`config.mk`:
```
export PLATFORM = sky130hd
export DESIGN_NAME = mouse_packet_decoder
export DESIGN_NICKNAME = d
export VERILOG_FILES = /design/src/rtl/mouse_packet_decoder.sv
export SDC_FILE = /design/constraint.sdc
export NUM_CORES = 1
export LEC_CHECK = 0
export BUFFER_PORTS_ARGS = -buffer_cell sky130_fd_sc_hd__buf_4
export CAP_MARGIN = 20
export CORE_AREA = 2 2 114 143
export CTS_BUF_LIST = sky130_fd_sc_hd__clkbuf_4
export DETAILED_ROUTE_END_ITERATION = 12
export DIE_AREA = 0 0 116 145
export GPL_ROUTABILITY_DRIVEN = 0
export PLACE_DENSITY = 0.58
export SYNTH_ARGS = -nofsm -noshare
export SYNTH_HDL_FRONTEND = slang
export SYNTH_SLANG_ARGS = --single-unit
```
`constraint.sdc`:
```
create_clock -name CLK -period 3.85 [get_ports CLK]
set_input_delay 0.77 -clock CLK [delete_from_list [all_inputs] [get_ports CLK]]
set_output_delay 0.77 -clock CLK [all_outputs]
set_load 0.02 [all_outputs]
```
`src/rtl/mouse_packet_decoder.sv`:
```
// PS/2 stream-mode packet decoder: gathers status/dX/dY bytes from the byte
// receiver, validates them and tracks a clamped absolute cursor position.
module mouse_packet_decoder #(
  parameter int X_MAX     = 160,
  parameter int Y_MAX     = 120,
  parameter int X_INIT    = 80,
  parameter int Y_INIT    = 60,
  parameter int T_TIMEOUT = 200000
) (
  input  logic       CLK,
  input  logic       RESETN,
  input  logic       ENABLE,
  output logic       READ_ENABLE,
  input  logic [7:0] BYTE_IN,
  input  logic [1:0] BYTE_ERROR_CODE_IN,
  input  logic       BYTE_READY_IN,
  output logic [7:0] MOUSE_STATUS,
  output logic [8:0] MOUSE_DX,
  output logic [8:0] MOUSE_DY,
  output logic [7:0] MOUSE_X,
  output logic [7:0] MOUSE_Y,
  output logic       PACKET_VALID,
  output logic       PACKET_ERROR
);

  localparam int CW = $clog2(T_TIMEOUT + 1);
  localparam logic signed [9:0] X_HI = 10'(X_MAX - 1);
  localparam logic signed [9:0] Y_HI = 10'(Y_MAX - 1);

  typedef enum logic [2:0] {IDLE, WAIT_B0, WAIT_B1, WAIT_B2, UPDATE} state_t;

  state_t          state, nxt;
  logic [CW-1:0]   tmo_cnt;
  logic            tmo, err_evt, acc_b0, acc_b1, acc_b2;
  logic [7:0]      st_q, dx_b, dy_b;
  logic [8:0]      dx_w, dy_w;
  logic signed [9:0] x_sum, y_sum;
  logic [7:0]      x_nxt, y_nxt;

  assign tmo = (tmo_cnt == CW'(T_TIMEOUT));

  always_ff @(posedge CLK or negedge RESETN)
    if (!RESETN) state <= IDLE;
    else         state <= nxt;

  // ENABLE low wins over everything, dropping any partial packet silently.
  always_comb begin
    nxt     = state;
    err_evt = 1'b0;
    acc_b0  = 1'b0;
    acc_b1  = 1'b0;
    acc_b2  = 1'b0;
    if (!ENABLE) nxt = IDLE;
    else begin
      case (state)
        IDLE: nxt = WAIT_B0;
        WAIT_B0:
          if (BYTE_READY_IN) begin
            if ((|BYTE_ERROR_CODE_IN) || !BYTE_IN[3]) err_evt = 1'b1;
            else begin acc_b0 = 1'b1; nxt = WAIT_B1; end
          end
        WAIT_B1:
          if (BYTE_READY_IN) begin
            if (|BYTE_ERROR_CODE_IN) begin err_evt = 1'b1; nxt = WAIT_B0; end
            else begin acc_b1 = 1'b1; nxt = WAIT_B2; end
          end else if (tmo) begin err_evt = 1'b1; nxt = WAIT_B0; end
        WAIT_B2:
          if (BYTE_READY_IN) begin
            if (|BYTE_ERROR_CODE_IN) begin err_evt = 1'b1; nxt = WAIT_B0; end
            else begin acc_b2 = 1'b1; nxt = UPDATE; end
          end else if (tmo) begin err_evt = 1'b1; nxt = WAIT_B0; end
        UPDATE:  nxt = WAIT_B0;
        default: nxt = IDLE;
      endcase
    end
  end

  always_comb begin
    READ_ENABLE = (state == WAIT_B0) || (state == WAIT_B1) || (state == WAIT_B2);
  end

  always_ff @(posedge CLK or negedge RESETN)
    if (!RESETN) tmo_cnt <= '0;
    else if (acc_b0 || acc_b1 || acc_b2 || !((state == WAIT_B1) || (state == WAIT_B2)))
      tmo_cnt <= '0;
    else if (!tmo) tmo_cnt <= tmo_cnt + 1'b1;

  // Overflow saturates the delta to the 9-bit extreme matching its sign.
  always_comb begin
    dx_w  = st_q[6] ? (st_q[4] ? 9'h100 : 9'h0FF) : {st_q[4], dx_b};
    dy_w  = st_q[7] ? (st_q[5] ? 9'h100 : 9'h0FF) : {st_q[5], dy_b};
    x_sum = $signed({2'b00, MOUSE_X}) + $signed({dx_w[8], dx_w});
    y_sum = $signed({2'b00, MOUSE_Y}) - $signed({dy_w[8], dy_w});
    x_nxt = x_sum[9] ? 8'd0 : ((x_sum > X_HI) ? X_HI[7:0] : x_sum[7:0]);
    y_nxt = y_sum[9] ? 8'd0 : ((y_sum > Y_HI) ? Y_HI[7:0] : y_sum[7:0]);
  end

  always_ff @(posedge CLK or negedge RESETN)
    if (!RESETN) begin
      st_q <= '0;
      dx_b <= '0;
      dy_b <= '0;
    end else begin
      if (acc_b0) st_q <= BYTE_IN;
      if (acc_b1) dx_b <= BYTE_IN;
      if (acc_b2) dy_b <= BYTE_IN;
    end

  always_ff @(posedge CLK or negedge RESETN)
    if (!RESETN) begin
      MOUSE_STATUS <= '0;
      MOUSE_DX     <= '0;
      MOUSE_DY     <= '0;
      MOUSE_X      <= 8'(X_INIT);
      MOUSE_Y      <= 8'(Y_INIT);
      PACKET_VALID <= 1'b0;
      PACKET_ERROR <= 1'b0;
    end else begin
      PACKET_VALID <= (state == UPDATE);
      PACKET_ERROR <= err_evt;
      if (state == UPDATE) begin
        MOUSE_STATUS <= st_q;
        MOUSE_DX     <= dx_w;
        MOUSE_DY     <= dy_w;
        MOUSE_X      <= x_nxt;
        MOUSE_Y      <= y_nxt;
      end
    end

endmodule
```
==> run_results.csv, run 1 <==
group,metric,value,unit
detailed_routing,vias_per_cell,4.772,
logic_synthesis,ys_ff_latch,87,
logic_synthesis,synth-compound-area-share,14.16,%
pwr,power.density,381.5,mW/mm2
run_status,status,"completed",
detailed_routing,drtIter0Drc,174,
logic_synthesis,syn_nets,497,
worst_setup_path,crit_type,"flip-flop to flip-flop",
logic_synthesis,synth_top_family_by_area,"simple AND/OR/NAND/NOR gates",
worst_setup_path,worstSetupStartpointType,"flip-flop",
pwr,peakVddDrop,0.1258,mV
logic_synthesis,synthCells,464,
logic_synthesis,synth.area.mux_share,6.438,%
layout,n_antenna_cell,0,
cts,cts_hold_buffers,0,
cts,clockBufferDepth,2,
global_route,grt_pass1_wl,18080,um
global_route,antenna_found_initial,0,
logic_synthesis,synthFlopType,"dfrtp_1",
timing,grt_setup_unrepaired,"no",
floorplanning,start_util,29.57,%
layout,final_cells,737,
placed_design,place_inst,721,
layout,fillers,1608,
timing,final.min_clock_period,3.309,ns
timing,skew,0.02156,ns
detailed_routing,ant_nets,0,
logic_synthesis,synth-xor-area-share,4.603,%
layout,layout-drive-gt1-share,23.24,%
detailed_routing,wl_per_cell,14.71,um
logic_synthesis,synth_async_sr_flop_share,100.0,%
layout,postLayoutCoreUtil,34.87,%
placed_design,post-place-ws,0.6042,ns
timing,finalSetupViolations,0,
placed_design,dpl-instance-area,0.005221,mm2
flow_run,maxCapViolations,0,
global_route,grt_pass1_vias,3665,
worst_setup_path,crit_arrival,3.69,ns
cts,cts.sinks,87,
logic_synthesis,yosys.area_share.simple,18.27,%
detailed_routing,vias,3517,
timing,finalSetupTns,0,ns
floorplanning,io_pins,59,
detailed_routing,drc_errors,0,
detailed_routing,first_pass_iters,4,
floorplanning,core_area,0.01544,mm2
layout,nets,553,
cts,cts_tree,"built",
cts,postCtsSetupBuffers,0,
logic_synthesis,syn_avg_cell_area,9.842,um2
layout,area_growth,17.92,%
logic_synthesis,synth.distinct_cells,59,
logic_synthesis,yosys_warnings,0,
global_route,grt_start_max_net_pins,70,
cts,cts-buffers-inserted,9,
logic_synthesis,seq_area_frac_synth,47.84,%
cts,cts_resized,0,
timing,clock.fmax,302.2,MHz
floorplanning,row_count,51,
detailed_routing,wl,10840,um
pwr,p_total,2.055,mW
logic_synthesis,yosys.area_share.adder,5.781,%
global_route,grt_overflow_total,0,
worst_setup_path,crit_path_end_kind,"flip-flop",
timing,slew_headroom,36.69,%
placed_design,portBuffers,58,
timing,min_period_over_period,85.95,%
cts,ctsHtreeMaxLevel,3,
floorplanning,die_h,145,um
worst_setup_path,crit_required,4.23,ns
logic_synthesis,netlist_area,0.004567,mm2
timing,hold_violations,0,
cts,cts_root_buffer,"clkbuf_4",
hold_path,hold_path_class,"input port to asynchronous set/reset pin",
logic_synthesis,synth_edf_count,0,
floorplanning,die_area,0.01682,mm2
timing,worstMarginPinSlew,0.9410,ns
timing,finalHoldWorstSlack,0.4348,ns
global_route,grt_use_total,13.54,%
placed_design,post-dp-hpwl,8069,um
timing,drv_slew,0,
pwr,p_leak,2.648,nW
layout,mostFrequentLayoutCells,"81 x dfrtp_1, 69 x nand2_1, 63 x buf_4",
timing,worst_slack,0.5409,ns
layout,design_area,0.005385,mm2
layout,mostFrequentLayoutCell,"dfrtp_1",
floorplanning,die_width,116,um
cts,cts.clk_slew.worst_paths,0.15,ns
cts,worstSkewPairLatency,0.44,ns
worst_setup_path,path_max_fanout,9,
[cell usage after synthesis (5+ instances only)]
cell | count | area, um2
dfrtp_1 | 81 | 2027
nand2_1 | 69 | 259.0
nor2_1 | 46 | 172.7
a21oi_1 | 36 | 180.2
mux2_2 | 23 | 259.0
ha_1 | 17 | 212.7
o21ai_0 | 14 | 70.07
xor2_1 | 14 | 122.6
clkbuf_1 | 12 | 45.04
a21o_1 | 11 | 82.58
inv_1 | 11 | 41.29
nand2b_1 | 11 | 68.82
nand3_1 | 10 | 50.05
xnor2_1 | 10 | 87.58
nor3_1 | 8 | 40.04
dfstp_2 | 6 | 157.7
o21a_1 | 6 | 45.04
nor2b_1 | 5 | 31.28
[sequential cells by signal, summed over array words and instances, names as in the netlist]
register and count:
dy_b 8, PACKET_ERROR 1, MOUSE_DY 8, tmo_cnt 18
st_q 8, MOUSE_X 8, dx_b 8, PACKET_VALID 1
MOUSE_STATUS 8, MOUSE_Y 8, MOUSE_DX 8, state 3
[worst max-delay path: stages (launching register included)]
cell,delay (ns)
dfrtp_1,0.47
clkinv_1,0.29
a21oi_1,0.37
ha_1,0.30
nor2b_1,0.14
or2_2,0.28
maj3_2,0.31
xnor2_1,0.26
xnor2_1,0.09
and4bb_2,0.27
a2111oi_2,0.33
a21o_1,0.13
[logic make-up after synthesis]
family / count (synthesis)
AOI/OAI and AO/OA: 97
buffers and inverters: 31
adders and majority gates: 20
DFF: 87
muxes: 26
and+or+nand+nor: 179
xor gates and xnor gates: 24
[worst paths after layout]
kind                       startpoint         end  slack, ns  cells after the start
hold / removal                 RESETN  MOUSE_X[5]       0.43                      1
min in group CLK              st_q[3]     st_q[3]       0.49                      1
hold reg to reg               st_q[3]     st_q[3]       0.49                      1
setup / recovery              st_q[7]  MOUSE_Y[3]       0.54                     11
setup reg to reg              st_q[7]  MOUSE_Y[3]       0.54                     11
max in group asynchronous      RESETN  MOUSE_Y[4]       2.67                      2
[final cells by class]
type / instances / area [um2] / area share, %
Clock buffer: 11 / 82.58 / 1.533
Clock inverter: 5 / 81.33 / 1.510
Inverter: 13 / 48.80 / 0.9061
Multi-Input combinational cell: 346 / 2250 / 41.78
Sequential cell: 87 / 2185 / 40.57
Tap cell: 212 / 265.3 / 4.926
Timing Repair Buffer: 63 / 473.0 / 8.783
[routing by layer]
metal	vias to the layer above	track usage (%)	part of all wire, %
met2	50	24.33	54
met3	13	3.091	3.4
met1	1733	15.98	42
met4	0	3.512	1.2
li1	1721	-	-
met5	-	0	0
[power breakdown]
| part | leakage [nW] | switching [mW] | internal, mW | total [mW] |
|---|---|---|---|---|
| Clock | 0.0891 | 0.327 | 0.280 | 0.607 |
| Sequential | 1.18 | 0.0314 | 0.944 | 0.975 |
| Combinational | 1.38 | 0.259 | 0.214 | 0.473 |
No activity file was read; power rests on OpenSTA's default activity.
==> run 2, diff against run 1 <==
- CORE_AREA: 2 2 114 143 -> 2 2 103 130
- DIE_AREA: 0 0 116 145 -> 0 0 105 132
- PLACE_DENSITY: 0.58 -> 0.66
- SETUP_SLACK_MARGIN: unset -> 0.1
==> run_results.csv, run 2 (same netlist as run 1, synthesis figures left out) <==
group,metric,value,unit
run_status,status,"completed",
detailed_routing,wl_per_cell,15.08,um
cts,postCtsSetupBuffers,0,
worst_setup_path,cp-startpoint,"st_q[7]",
detailed_routing,drtIter0Drc,193,
worst_setup_path,path_max_fanout,9,
timing,finalSetupViolations,0,
floorplanning,io_pins,59,
detailed_routing,vias,3528,
timing,drv_slew,0,
global_route,grt_pass1_vias,3646,
timing,slew_headroom,31.80,%
global_route,grt_overflow_total,0,
worst_setup_path,crit_arrival,3.69,ns
pwr,p_leak,2.648,nW
floorplanning,die_width,105,um
placed_design,post-dp-hpwl,7589,um
layout,regMostFlops,"tmo_cnt",
pwr,peakVddDrop,0.1250,mV
timing,hold_violations,0,
placed_design,portBuffers,58,
hold_path,hold_path_class,"input port to asynchronous set/reset pin",
floorplanning,core_area,0.01255,mm2
cts,worstSkewPairLatency,0.45,ns
timing,worstMarginPinSlew,1.014,ns
timing,clock.fmax,303.8,MHz
pwr,power.density,382.6,mW/mm2
global_route,gr-usage-met2,27.67,%
global_route,antenna_found_initial,0,
cts,cts.clk_slew.worst_paths,0.13,ns
layout,mostFrequentLayoutCells,"81 x dfrtp_1, 69 x nand2_1, 61 x buf_4",
detailed_routing,wl,10440,um
timing,skew,0.01542,ns
timing,finalSetupTns,0,ns
worst_setup_path,crit-reg2reg-launch,"st_q[7]",
timing,grt_setup_unrepaired,"no",
cts,cts_tree,"built",
global_route,grt_use_total,15.80,%
timing,worst_slack,0.5580,ns
floorplanning,die_area,0.01386,mm2
global_route,grtUsageMet1,18.61,%
layout,mostFrequentLayoutCell,"dfrtp_1",
global_route,met3_usage,3.757,%
detailed_routing,first_pass_iters,4,
layout,largest_reg_flops,18,
detailed_routing,ant_nets,0,
layout,area_growth,16.93,%
global_route,grt_start_max_net_pins,88,
timing,min_period_over_period,85.51,%
floorplanning,die_h,132,um
placed_design,post-place-ws,0.6306,ns
global_route,grt.busiest_layer,"met2",
cts,ctsHtreeMaxLevel,3,
floorplanning,row_count,46,
layout,nets,552,
detailed_routing,drc_errors,0,
cts,cts_hold_buffers,0,
worst_setup_path,worstSetupStartpointType,"flip-flop",
cts,clockBufferDepth,2,
cts,cts_root_buffer,"clkbuf_4",
worst_setup_path,crit_required,4.24,ns
cts,cts.sinks,87,
global_route,grt_pass1_wl,17620,um
detailed_routing,vias_per_cell,5.098,
cts,cts_resized,0,
cts,cts-buffers-inserted,9,
worst_setup_path,crit_path_end_kind,"flip-flop",
timing,final.min_clock_period,3.292,ns
layout,n_antenna_cell,0,
layout,layout-drive-gt1-share,23.09,%
floorplanning,start_util,36.40,%
worst_setup_path,crit_type,"flip-flop to flip-flop",
flow_run,maxCapViolations,0,
run 2: worst max-delay path: stages, from the launching register on:
cell,delay [ns]
dfrtp_1,0.47
clkinv_1,0.29
a21oi_1,0.38
ha_1,0.29
nor2b_1,0.14
or2_2,0.27
maj3_2,0.31
xnor2_1,0.24
xnor2_1,0.09
and4bb_2,0.27
a2111oi_2,0.37
a21o_1,0.12
run 2: final cells by class:
cell class	count	area [um2]
inverters	13	48.80
flip-flops and latches	87	2185
clock buffers	12	90.09
multi-input cells	346	2250
clock inverters	4	71.32
repair buffers	62	485.5
well taps	168	210.2
fillers	1242	7207
run 2: path summary, 6_finish.rpt:
path	endpoint	slack [ns]	cells past startpoint
max	MOUSE_Y[3]	0.56	11
min	MOUSE_DX[6]	0.16	1
max reg2reg	MOUSE_Y[3]	0.56	11
min reg2reg	st_q[3]	0.49	1
max in group asynchronous	MOUSE_Y[3]	3.06	2
min in group CLK	st_q[3]	0.49	1
run 2: routing by layer:
metal	wire [um]	vias up	part of all wire, %
li1	-	1720	-
met1	4357	1712	42
met2	5427	76	52
met3	431	20	4.1
met4	222	0	2.1
met5	0	-	0
run 2: power by group:
group / internal [mW] / total (mW) / switching, mW
clock: 0.284 / 0.596 / 0.312
sequential: 0.943 / 0.975 / 0.0313
combinational: 0.215 / 0.473 / 0.258
total: 1.44 / 2.04 / 0.601
run 2: through the flow:
step	instance area [um2]	hold WS [ns]	utilization (%)	power, mW	cells
floorplan	4567	0.4300	-	1.344	464
global placement	5151	0.4533	41.06	1.447	675
detailed placement	5151	0.4560	41.06	1.460	675
CTS	5313	0.4914	42.34	2.056	691
global route	5340	0.1516	42.56	2.159	692
finish	5340	0.1602	42.56	2.043	692
==> run 3, diff against run 2 <==
- BUFFER_PORTS_ARGS: -buffer_cell sky130_fd_sc_hd__buf_4 -> unset
- DONT_BUFFER_PORTS: unset -> 1
- PLACE_DENSITY: 0.66 -> 0.62
==> run_results.csv, run 3 (same netlist as run 1, synthesis figures left out) <==
group,metric,value,unit
cts,cts_tree,"built",
global_route,grt_pass1_vias,3404,
layout,mostFrequentLayoutCells,"81 x dfrtp_1, 69 x nand2_1, 46 x nor2_1",
timing,drv_slew,0,
layout,design_area,0.004885,mm2
detailed_routing,drc_errors,0,
detailed_routing,drtIter0Drc,190,
worst_setup_path,critical_path.cell_chain,"clkinv_1, a21oi_1, ha_1, nor2b_1, or2_2, maj3_2, xnor2_1, xnor2_1, and4bb_2, a2111oi_2, a21o_1",
floorplanning,core_area,0.01255,mm2
worst_setup_path,worstSetupStartpointType,"flip-flop",
worst_setup_path,cp_common_cell,"xnor2_1",
global_route,antenna_found_initial,0,
hold_path,hold_path_class,"input port to asynchronous set/reset pin",
placed_design,post-dp-hpwl,7434,um
detailed_routing,wl,10210,um
cts,postCtsSetupBuffers,0,
timing,skew,0.01728,ns
cts,ctsHtreeMaxLevel,3,
run_status,status,"completed",
worst_setup_path,crit_required,4.27,ns
flow_run,maxCapViolations,0,
worst_setup_path,path_max_fanout,9,
global_route,grt_pass1_wl,17060,um
worst_setup_path,crit_path_end_kind,"flip-flop",
layout,final_cells,634,
detailed_routing,vias,3305,
timing,finalSetupViolations,0,
layout,nets,494,
timing,finalSetupTns,0,ns
worst_setup_path,crit_type,"flip-flop to flip-flop",
detailed_routing,vias_per_cell,5.213,
timing,hold_violations,0,
floorplanning,io_pins,59,
global_route,grt_overflow_total,0,
pwr,power.density,402.0,mW/mm2
placed_design,place_inst,617,
pwr,peakVddDrop,0.1581,mV
placed_design,dpl-instance-area,0.004716,mm2
timing,slew_headroom,37.06,%
pwr,p_leak,2.330,nW
cts,worstSkewPairLatency,0.46,ns
global_route,grt_start_max_net_pins,82,
floorplanning,die_h,132,um
layout,area_growth,6.959,%
worst_setup_path,ff2ff_setup_slack,0.59,ns
floorplanning,die_area,0.01386,mm2
worst_setup_path,crit_arrival,3.68,ns
cts,cts-buffers-inserted,9,
floorplanning,row_count,46,
placed_design,portBuffers,0,
timing,grt_setup_unrepaired,"no",
layout,regMostFlops,"tmo_cnt",
layout,fillers,1286,
timing,worstMarginPinSlew,0.9355,ns
timing,min_period_over_period,84.68,%
detailed_routing,ant_nets,0,
layout,largest_reg_flops,18,
worst_setup_path,cp_slowest_stage_delay,0.47,ns
pwr,p_total,1.964,mW
cts,cts.sinks,87,
detailed_routing,wl_per_cell,16.10,um
cts,cts_root_buffer,"clkbuf_4",
layout,layout-drive-gt1-share,13.52,%
layout,n_antenna_cell,0,
cts,cts.clk_slew.worst_paths,0.14,ns
floorplanning,start_util,36.40,%
global_route,grt_use_total,15.42,%
cts,clockBufferDepth,2,
layout,mostFrequentLayoutCell,"dfrtp_1",
timing,clock.fmax,306.7,MHz
detailed_routing,first_pass_iters,4,
floorplanning,die_width,105,um
timing,final.min_clock_period,3.260,ns
worst_setup_path,r2r_cells,11,
worst_setup_path,cp_slowest_cell,"dfrtp_1",
## run 3: changes by cell type in the layout (fill, tap and decap cells not counted)
cell and change:
clkinv_4 +2, buf_4 -58, bufinv_16 -1, clkbuf_4 -1
## run 3: cell type report
class                           count  area (um2)  area share, %
Sequential cell                    87        2185          44.72
Inverter                           13       48.80         0.9990
Multi-Input combinational cell    346        2250          46.06
Tap cell                          168       210.2          4.303
Timing Repair Buffer                4       50.05          1.025
Clock buffer                       11       82.58          1.691
Clock inverter                      5       58.81          1.204
## run 3: critical path: cells and delay by family, from the launching register on
family	cells	cell delay, ns
and+or+nand+nor	3	0.68
buffers and inverters	1	0.28
DFF	1	0.47
AOI/OAI and AO/OA	3	0.84
adders and majority gates	2	0.60
xor gates and xnor gates	2	0.33
## run 3: routing by layer
| layer | vias up | share of wire (%) | GRT usage (%) |
|---|---|---|---|
| met3 | 15 | 6.1 | 4.548 |
| met4 | 0 | 2.3 | 6.963 |
| met1 | 1632 | 40 | 16.62 |
| met2 | 58 | 51 | 27.63 |
| met5 | - | 0 | 0 |
| li1 | 1600 | - | - |
## run 3: power by group
part,leakage (nW),internal (mW),switching (mW),total [mW]
clock network,0.0747,0.213,0.328,0.541
logic,1.08,0.198,0.242,0.440
registers,1.18,0.944,0.0394,0.983
## run 3: worst paths after layout
check                                 from         endpoint
worst max register to register     st_q[7]       MOUSE_Y[3]
worst min-delay path                RESETN       MOUSE_X[6]
max in group asynchronous           RESETN          dy_b[6]
worst max-delay path               st_q[7]       MOUSE_Y[3]
worst min register to register     st_q[0]  MOUSE_STATUS[0]
min in group CLK                BYTE_IN[3]          dy_b[3]
## run 3: repair_timing
action                                  4_1_cts  5_1_grt
hold buffers                                  1        0
gates resized for setup                       0        0
hold endpoints to repair                     81        0
endpoints found under the setup margin        0        0
## run 3: through the flow
stage | util [%] | hold WS [ns] | worst slack, ns
floorplan | - | 0.4300 | 0.8941
global placement | 37.58 | 0.4516 | 0.7083
detailed placement | 37.58 | 0.4597 | 0.6203
CTS | 38.93 | 0.1100 | 0.5890
global route | 38.93 | 0.1002 | 0.3441
finish | 38.93 | 0.1227 | 0.5897
